==> config.mk <==
export PLATFORM = sky130hd
export DESIGN_NAME = row_conv_engine
export DESIGN_NICKNAME = d
export VERILOG_FILES = /design/src/rtl/conv_pkg.sv /design/src/rtl/q_round_sat.sv /design/src/rtl/row_conv_engine.sv
export SDC_FILE = /design/constraint.sdc
export NUM_CORES = 1
export LEC_CHECK = 0
export CAP_MARGIN = 0
export CORE_AREA = 2 2 218 328
export CTS_CLUSTER_SIZE = 10
export DETAILED_ROUTE_END_ITERATION = 8
export DIE_AREA = 0 0 220 330
export GPL_ROUTABILITY_DRIVEN = 0
export MAX_ROUTING_LAYER = met4
export PLACE_DENSITY_LB_ADDON = 0.12
export SYNTH_ARGS = -nofsm -noshare
export SYNTH_HDL_FRONTEND = slang
export SYNTH_SLANG_ARGS = --single-unit
==> constraint.sdc <==
create_clock -name clk -period 35 [get_ports clk]
set_clock_uncertainty 0.1 [all_clocks]
set_input_delay 5.25 -clock clk [delete_from_list [all_inputs] [get_ports clk]]
set_output_delay 5.25 -clock clk [all_outputs]
set_load 0.01 [all_outputs]
==> src/rtl/conv_pkg.sv <==
// Shared types and fixed-point helpers for the CNN row datapath.
// round_sat works on a wide signed container so any block can reuse it.
package conv_pkg;

  typedef enum logic [1:0] {IDLE, LOAD, MAC, OUT} state_t;

  localparam int RS_W = 128;

  // Round half toward +inf, then clamp to a data_w-bit signed range.
  function automatic logic signed [RS_W-1:0] round_sat(
    input logic signed [RS_W-1:0] acc,
    input int                     frac_w,
    input int                     data_w
  );
    logic signed [RS_W-1:0] one;
    logic signed [RS_W-1:0] r;
    logic signed [RS_W-1:0] hi;
    logic signed [RS_W-1:0] lo;
    one = {{(RS_W-1){1'b0}}, 1'b1};
    r   = acc;
    if (frac_w > 0) begin
      r = r + (one <<< (frac_w - 1));
      r = r >>> frac_w;
    end
    hi = (one <<< (data_w - 1)) - one;
    lo = -(one <<< (data_w - 1));
    if (r > hi) begin
      r = hi;
    end else if (r < lo) begin
      r = lo;
    end
    return r;
  endfunction

endpackage

==> src/rtl/q_round_sat.sv <==
// Combinational round + saturate + optional ReLU from an accumulator
// to a Q(DATA_W-FRAC_W).FRAC_W result.
module q_round_sat
  import conv_pkg::*;
#(
  parameter int ACC_W  = 40,
  parameter int DATA_W = 16,
  parameter int FRAC_W = 8
) (
  input  logic signed [ACC_W-1:0]  acc_i,
  input  logic                     relu_i,
  output logic signed [DATA_W-1:0] res_o
);

  if (ACC_W > RS_W) begin : g_bad_acc
    $error("q_round_sat: ACC_W exceeds helper container width");
  end

  logic signed [RS_W-1:0] acc_ext;
  logic signed [RS_W-1:0] sat;

  assign acc_ext = {{(RS_W-ACC_W){acc_i[ACC_W-1]}}, acc_i};
  assign sat     = round_sat(acc_ext, FRAC_W, DATA_W);

  always_comb begin
    res_o = sat[DATA_W-1:0];
    if (relu_i && (sat < 0)) begin
      res_o = '0;
    end
  end

endmodule

==> src/rtl/row_conv_engine.sv <==
// 1-D strided convolution over one buffered input row using a single
// time-multiplexed MAC; results leave through a valid/ready port.
module row_conv_engine
  import conv_pkg::*;
#(
  parameter  int DATA_W  = 16,
  parameter  int FRAC_W  = 8,
  parameter  int IN_LEN  = 28,
  parameter  int K       = 8,
  parameter  int STRIDE  = 2,
  parameter  int ACC_W   = 40,
  localparam int OUT_LEN = (IN_LEN - K) / STRIDE + 1
) (
  input  logic                       clk,
  input  logic                       rst_n,
  input  logic                       start,
  input  logic                       relu_en,
  input  logic                       kw_en,
  input  logic [$clog2(K)-1:0]       kw_addr,
  input  logic signed [DATA_W-1:0]   kw_data,
  input  logic                       in_valid,
  output logic                       in_ready,
  input  logic signed [DATA_W-1:0]   in_data,
  output logic                       out_valid,
  input  logic                       out_ready,
  output logic signed [DATA_W-1:0]   out_data,
  output logic [$clog2(OUT_LEN)-1:0] out_idx,
  output logic                       busy,
  output logic                       done
);

  localparam int KA_W = $clog2(K);
  localparam int NA_W = $clog2(IN_LEN);
  localparam int OI_W = $clog2(OUT_LEN);

  localparam logic [NA_W-1:0] LAST_N   = NA_W'(IN_LEN - 1);
  localparam logic [KA_W-1:0] LAST_TAP = KA_W'(K - 1);
  localparam logic [OI_W-1:0] LAST_IDX = OI_W'(OUT_LEN - 1);
  localparam logic [NA_W-1:0] STEP     = NA_W'(STRIDE);
  localparam logic [KA_W:0]   K_LIM    = (KA_W + 1)'(K);

  if (K > IN_LEN) begin : g_bad_k
    $error("row_conv_engine: K must not exceed IN_LEN");
  end
  if (((IN_LEN - K) % STRIDE) != 0) begin : g_bad_stride
    $error("row_conv_engine: (IN_LEN-K) must be a multiple of STRIDE");
  end
  if (ACC_W < 2 * DATA_W + $clog2(K)) begin : g_bad_acc
    $error("row_conv_engine: ACC_W too small for K products");
  end

  logic signed [DATA_W-1:0] kern_q    [K];
  logic signed [DATA_W-1:0] row_buf_q [IN_LEN];

  state_t                   state_q;
  logic [NA_W-1:0]          n_q;
  logic [NA_W-1:0]          base_q;
  logic [KA_W-1:0]          tap_q;
  logic [OI_W-1:0]          idx_q;
  logic signed [ACC_W-1:0]  acc_q;
  logic                     relu_q;
  logic signed [DATA_W-1:0] out_data_q;
  logic                     done_q;

  logic [NA_W-1:0]            rd_addr;
  logic signed [2*DATA_W-1:0] prod;
  logic signed [ACC_W-1:0]    acc_d;
  logic signed [DATA_W-1:0]   res;

  assign rd_addr = base_q + NA_W'(tap_q);
  assign prod    = row_buf_q[rd_addr] * kern_q[tap_q];
  assign acc_d   = acc_q + {{(ACC_W-2*DATA_W){prod[2*DATA_W-1]}}, prod};

  // Rounded on the accumulator's next value so the result is ready the
  // cycle OUT is entered, giving K+1 cycles per output.
  q_round_sat #(
    .ACC_W (ACC_W),
    .DATA_W(DATA_W),
    .FRAC_W(FRAC_W)
  ) u_round_sat (
    .acc_i (acc_d),
    .relu_i(relu_q),
    .res_o (res)
  );

  // Storage arrays carry no reset so they map onto plain memory.
  always_ff @(posedge clk) begin
    if (state_q == IDLE && kw_en && ({1'b0, kw_addr} < K_LIM)) begin
      kern_q[kw_addr] <= kw_data;
    end
    if (state_q == LOAD && in_valid) begin
      row_buf_q[n_q] <= in_data;
    end
  end

  always_ff @(posedge clk or negedge rst_n) begin
    if (!rst_n) begin
      state_q    <= IDLE;
      n_q        <= '0;
      base_q     <= '0;
      tap_q      <= '0;
      idx_q      <= '0;
      acc_q      <= '0;
      relu_q     <= 1'b0;
      out_data_q <= '0;
      done_q     <= 1'b0;
    end else begin
      done_q <= 1'b0;
      case (state_q)
        IDLE: begin
          if (start) begin
            state_q <= LOAD;
            relu_q  <= relu_en;
            n_q     <= '0;
            base_q  <= '0;
            idx_q   <= '0;
          end
        end
        LOAD: begin
          if (in_valid) begin
            n_q <= n_q + 1'b1;
            if (n_q == LAST_N) begin
              state_q <= MAC;
              tap_q   <= '0;
              acc_q   <= '0;
            end
          end
        end
        MAC: begin
          acc_q <= acc_d;
          tap_q <= tap_q + 1'b1;
          if (tap_q == LAST_TAP) begin
            out_data_q <= res;
            state_q    <= OUT;
          end
        end
        OUT: begin
          if (out_ready) begin
            if (idx_q == LAST_IDX) begin
              done_q  <= 1'b1;
              state_q <= IDLE;
            end else begin
              base_q  <= base_q + STEP;
              idx_q   <= idx_q + 1'b1;
              tap_q   <= '0;
              acc_q   <= '0;
              state_q <= MAC;
            end
          end
        end
        default: state_q <= IDLE;
      endcase
    end
  end

  assign in_ready  = (state_q == LOAD);
  assign out_valid = (state_q == OUT);
  assign busy      = (state_q != IDLE);
  assign out_data  = out_data_q;
  assign out_idx   = idx_q;
  assign done      = done_q;

endmodule

==> impl_metrics.json <==
{
  "status": "finished, final reports clean",
  "ctsHoldBuffers": 0,
  "crit_slowest_cell": "a21oi_1",
  "maxCapViolCount": 0,
  "drtIter0Drc": 1836,
  "postCtsSetupBuffers": 0,
  "slew_violations": 0,
  "r2r_slack_ns": 19.92,
  "cts_htree_levels": 3,
  "antenna_found_initial": 0,
  "crit_path_frequent_cell": "fa_1",
  "tritoncts": "yes",
  "cp_num_cells": 42,
  "drc": 0,
  "synthMostInstantiatedCell": "edfxtp_1",
  "worstMarginPinSlew_ns": 1.15,
  "setup_viol": 0,
  "vias_per_cell": 6.01,
  "timing.fmax_mhz": 66.3,
  "hold_path_depth": 2,
  "crit_path_max_fanout": 60,
  "syn_nets": 3285,
  "die_w_um": 220,
  "crit_start": "base_q[1]",
  "core-area_sq_mm": 0.0697,
  "initial_core_util_pct": 54.7,
  "yosysSeqAreaShare_pct": 50.4,
  "synth_area_sq_mm": 0.0381,
  "synth_cell_types": 80,
  "area_delta_synth_final_pct": 11.0,
  "grt_pass1_vias": 24900,
  "yosysWarnings": 0,
  "wire_per_inst_um": 23.5,
  "cts_sinks": 652,
  "holdPathEnd": "acc_q[14]",
  "period_minus_slack_ns": 15.08,
  "critPathBufInv": 6,
  "finalHoldViolations": 0,
  "cp.required_ns": 35.46,
  "netlist_instances": 2844,
  "yosys_most_used_dff": "edfxtp_1",
  "drtAntennaViolNets": 0,
  "worstHoldStart": "acc_q[14]",
  "hpwl_um": 62600,
  "synth_top_area_share_pct": 45.4,
  "crit_family": "adder cells",
  "rows": 119,
  "hold_path.class": "reg2reg",
  "grt_pass1_wl_um": 141000,
  "synth-edff-count": 576,
  "timing.rr.end": "out_data[0]",
  "critPathCaptureType": "register",
  "post-route-period-util_pct": 43.1,
  "clk_path_buf_depth": 3,
  "setup.worst_path.start_class": "register",
  "wl_um": 91000,
  "cts_buffers": 77,
  "maxSlewHeadroom_pct": 22.6,
  "grt_util_all_layers_pct": 26.7,
  "regArea_sq_mm": 0.0192,
  "cts_root_buffer": "clkbuf_16",
  "pin_count": 66,
  "nNetsFinal": 3386,
  "clkTransAtPathRegs_ns": 0.06,
  "multi_input_area_sq_mm": 0.0173,
  "synthTopCellsByArea": "edfxtp_1 (45%), fa_1 (14%), mux4_2 (8.9%), dfrtp_1 (5.0%), ha_1 (4.5%)",
  "grt_max_degree": 98,
  "drive_gt1_share_pct": 12.5,
  "clk_latency_ns": 0.64,
  "grt_overflow": 0,
  "ctsResizeCount": 0,
  "first_pass_iters": 7,
  "die_h_um": 330,
  "synth_common_cells": "edfxtp_1 (576), inv_1 (343), fa_1 (263), nor2_1 (255), nand2_1 (228)",
  "synth_top_cell_by_area": "edfxtp_1",
  "ys_async_sr_fraction_pct": 11.7,
  "dieArea_sq_mm": 0.0726,
  "via_count": 23300,
  "rr_worst_depth": 42,
  "finalCoreUtilization_pct": 60.7,
  "num_antenna_cells": 0,
  "timing.rr.start": "base_q[1]",
  "ys_ff_latch": 652,
  "arrival_ns": 15.54,
  "syn_area_per_cell_sq_um": 13.4,
  "fill_cells": 5393,
  "port_buffers": 65,
  "critPathKind": "reg2reg",
  "rsz0062_at_grt": "no",
  "cp_slowest_stage_delay_ns": 0.90,
  "tns_ns": 0
}
## per-layer routing
layer	part of all wire (%)	global-route usage (%)
met5	0	-
met3	4.2	3.09
met4	4.5	11.9
met1	36	29.9
met2	55	47.8
## cell families (layout without fill, tap and decap cells)
group	count (synthesis)	after routing	synth area share, %
buffers and inverters	456	580	4.56
DFF	652	652	50.4
and+or+nand+nor	708	708	8.55
adders and majority gates	399	399	18.3
xor gates and xnor gates	98	98	2.25
muxes	176	176	9.61
AOI/OAI and AO/OA	355	355	6.38
## through the flow
step	std cells	hold slack (ns)	cell area (sq um)	worst slack, ns
after floorplan	2844	0.356	38100	21.47
after global placement	3773	0.371	40100	19.97
after detailed placement	3773	0.383	40100	19.66
after CTS	3875	0.396	42300	19.58
after global routing	3875	0.428	42300	18.83
final	3875	0.395	42300	19.92
## worst max path at each step
stage / end / slack, ns
final: out_data[0] / 19.92
after global routing: out_data[0] / 18.83
after CTS: out_data[0] / 19.58
after detailed placement: out_data[0] / 19.66
after global placement: out_data[9] / 19.97
after floorplan: out_data[13] / 21.47
## tightest hold or removal path: cells and delay by family, from the launching register on
kind,cells,cell delay [ns]
DFF,1,0.35
AOI/OAI and AO/OA,1,0.06
and+or+nand+nor,1,0.05
## layout make-up
cell class	count	share of cell area, %
well taps	907	2.68
inverters	343	3.04
clock inverters	13	0.456
clock buffers	89	4.73
repair buffers	135	2.80
flip-flops and latches	652	45.4
multi-input cells	1736	40.9
## state kept, by name, summed over array words and instances (netlist names)
| signal | count |
|---|---|
| row_buf_q | 448 |
| kern_q | 128 |
| acc_q | 40 |
| out_data | 16 |
| n_q | 5 |
| base_q | 4 |
| out_idx | 4 |
| tap_q | 3 |
| state_q | 2 |
| done | 1 |
| relu_q | 1 |
## layout by cell type (no fill, tap or decap), types with 11 or more instances in the layout
| master | netlist | final |
|---|---|---|
| and3_1 | 11 | 11 |
| clkbuf_16 | 0 | 77 |
| edfxtp_1 | 576 | 576 |
| nand2_1 | 228 | 228 |
| xor2_1 | 30 | 28 |
| clkdlybuf4s50_1 | 0 | 64 |
| mux4_2 | 151 | 151 |
| nand3_1 | 42 | 42 |
| nand2b_1 | 38 | 38 |
| buf_4 | 2 | 70 |
| fa_1 | 263 | 263 |
| a221o_1 | 15 | 15 |
| nand4_1 | 20 | 20 |
| or2_2 | 15 | 15 |
| a311oi_1 | 16 | 16 |
| a21oi_1 | 87 | 87 |
| mux2i_1 | 15 | 15 |
| xnor2_1 | 68 | 65 |
| nor3_1 | 19 | 16 |
| a21o_1 | 30 | 30 |
| a22o_1 | 25 | 25 |
| dfrtp_1 | 76 | 75 |
| inv_1 | 343 | 343 |
| a31oi_1 | 13 | 11 |
| o21a_1 | 13 | 13 |
| ha_1 | 136 | 135 |
| nor2b_1 | 15 | 14 |
| nor2_1 | 255 | 250 |
| o21ai_0 | 68 | 68 |
| and2_1 | 13 | 13 |
Power is left out: the tool's default activity adds up to more than one toggle a clock period on the data nets, which glitch-free logic cannot reach.
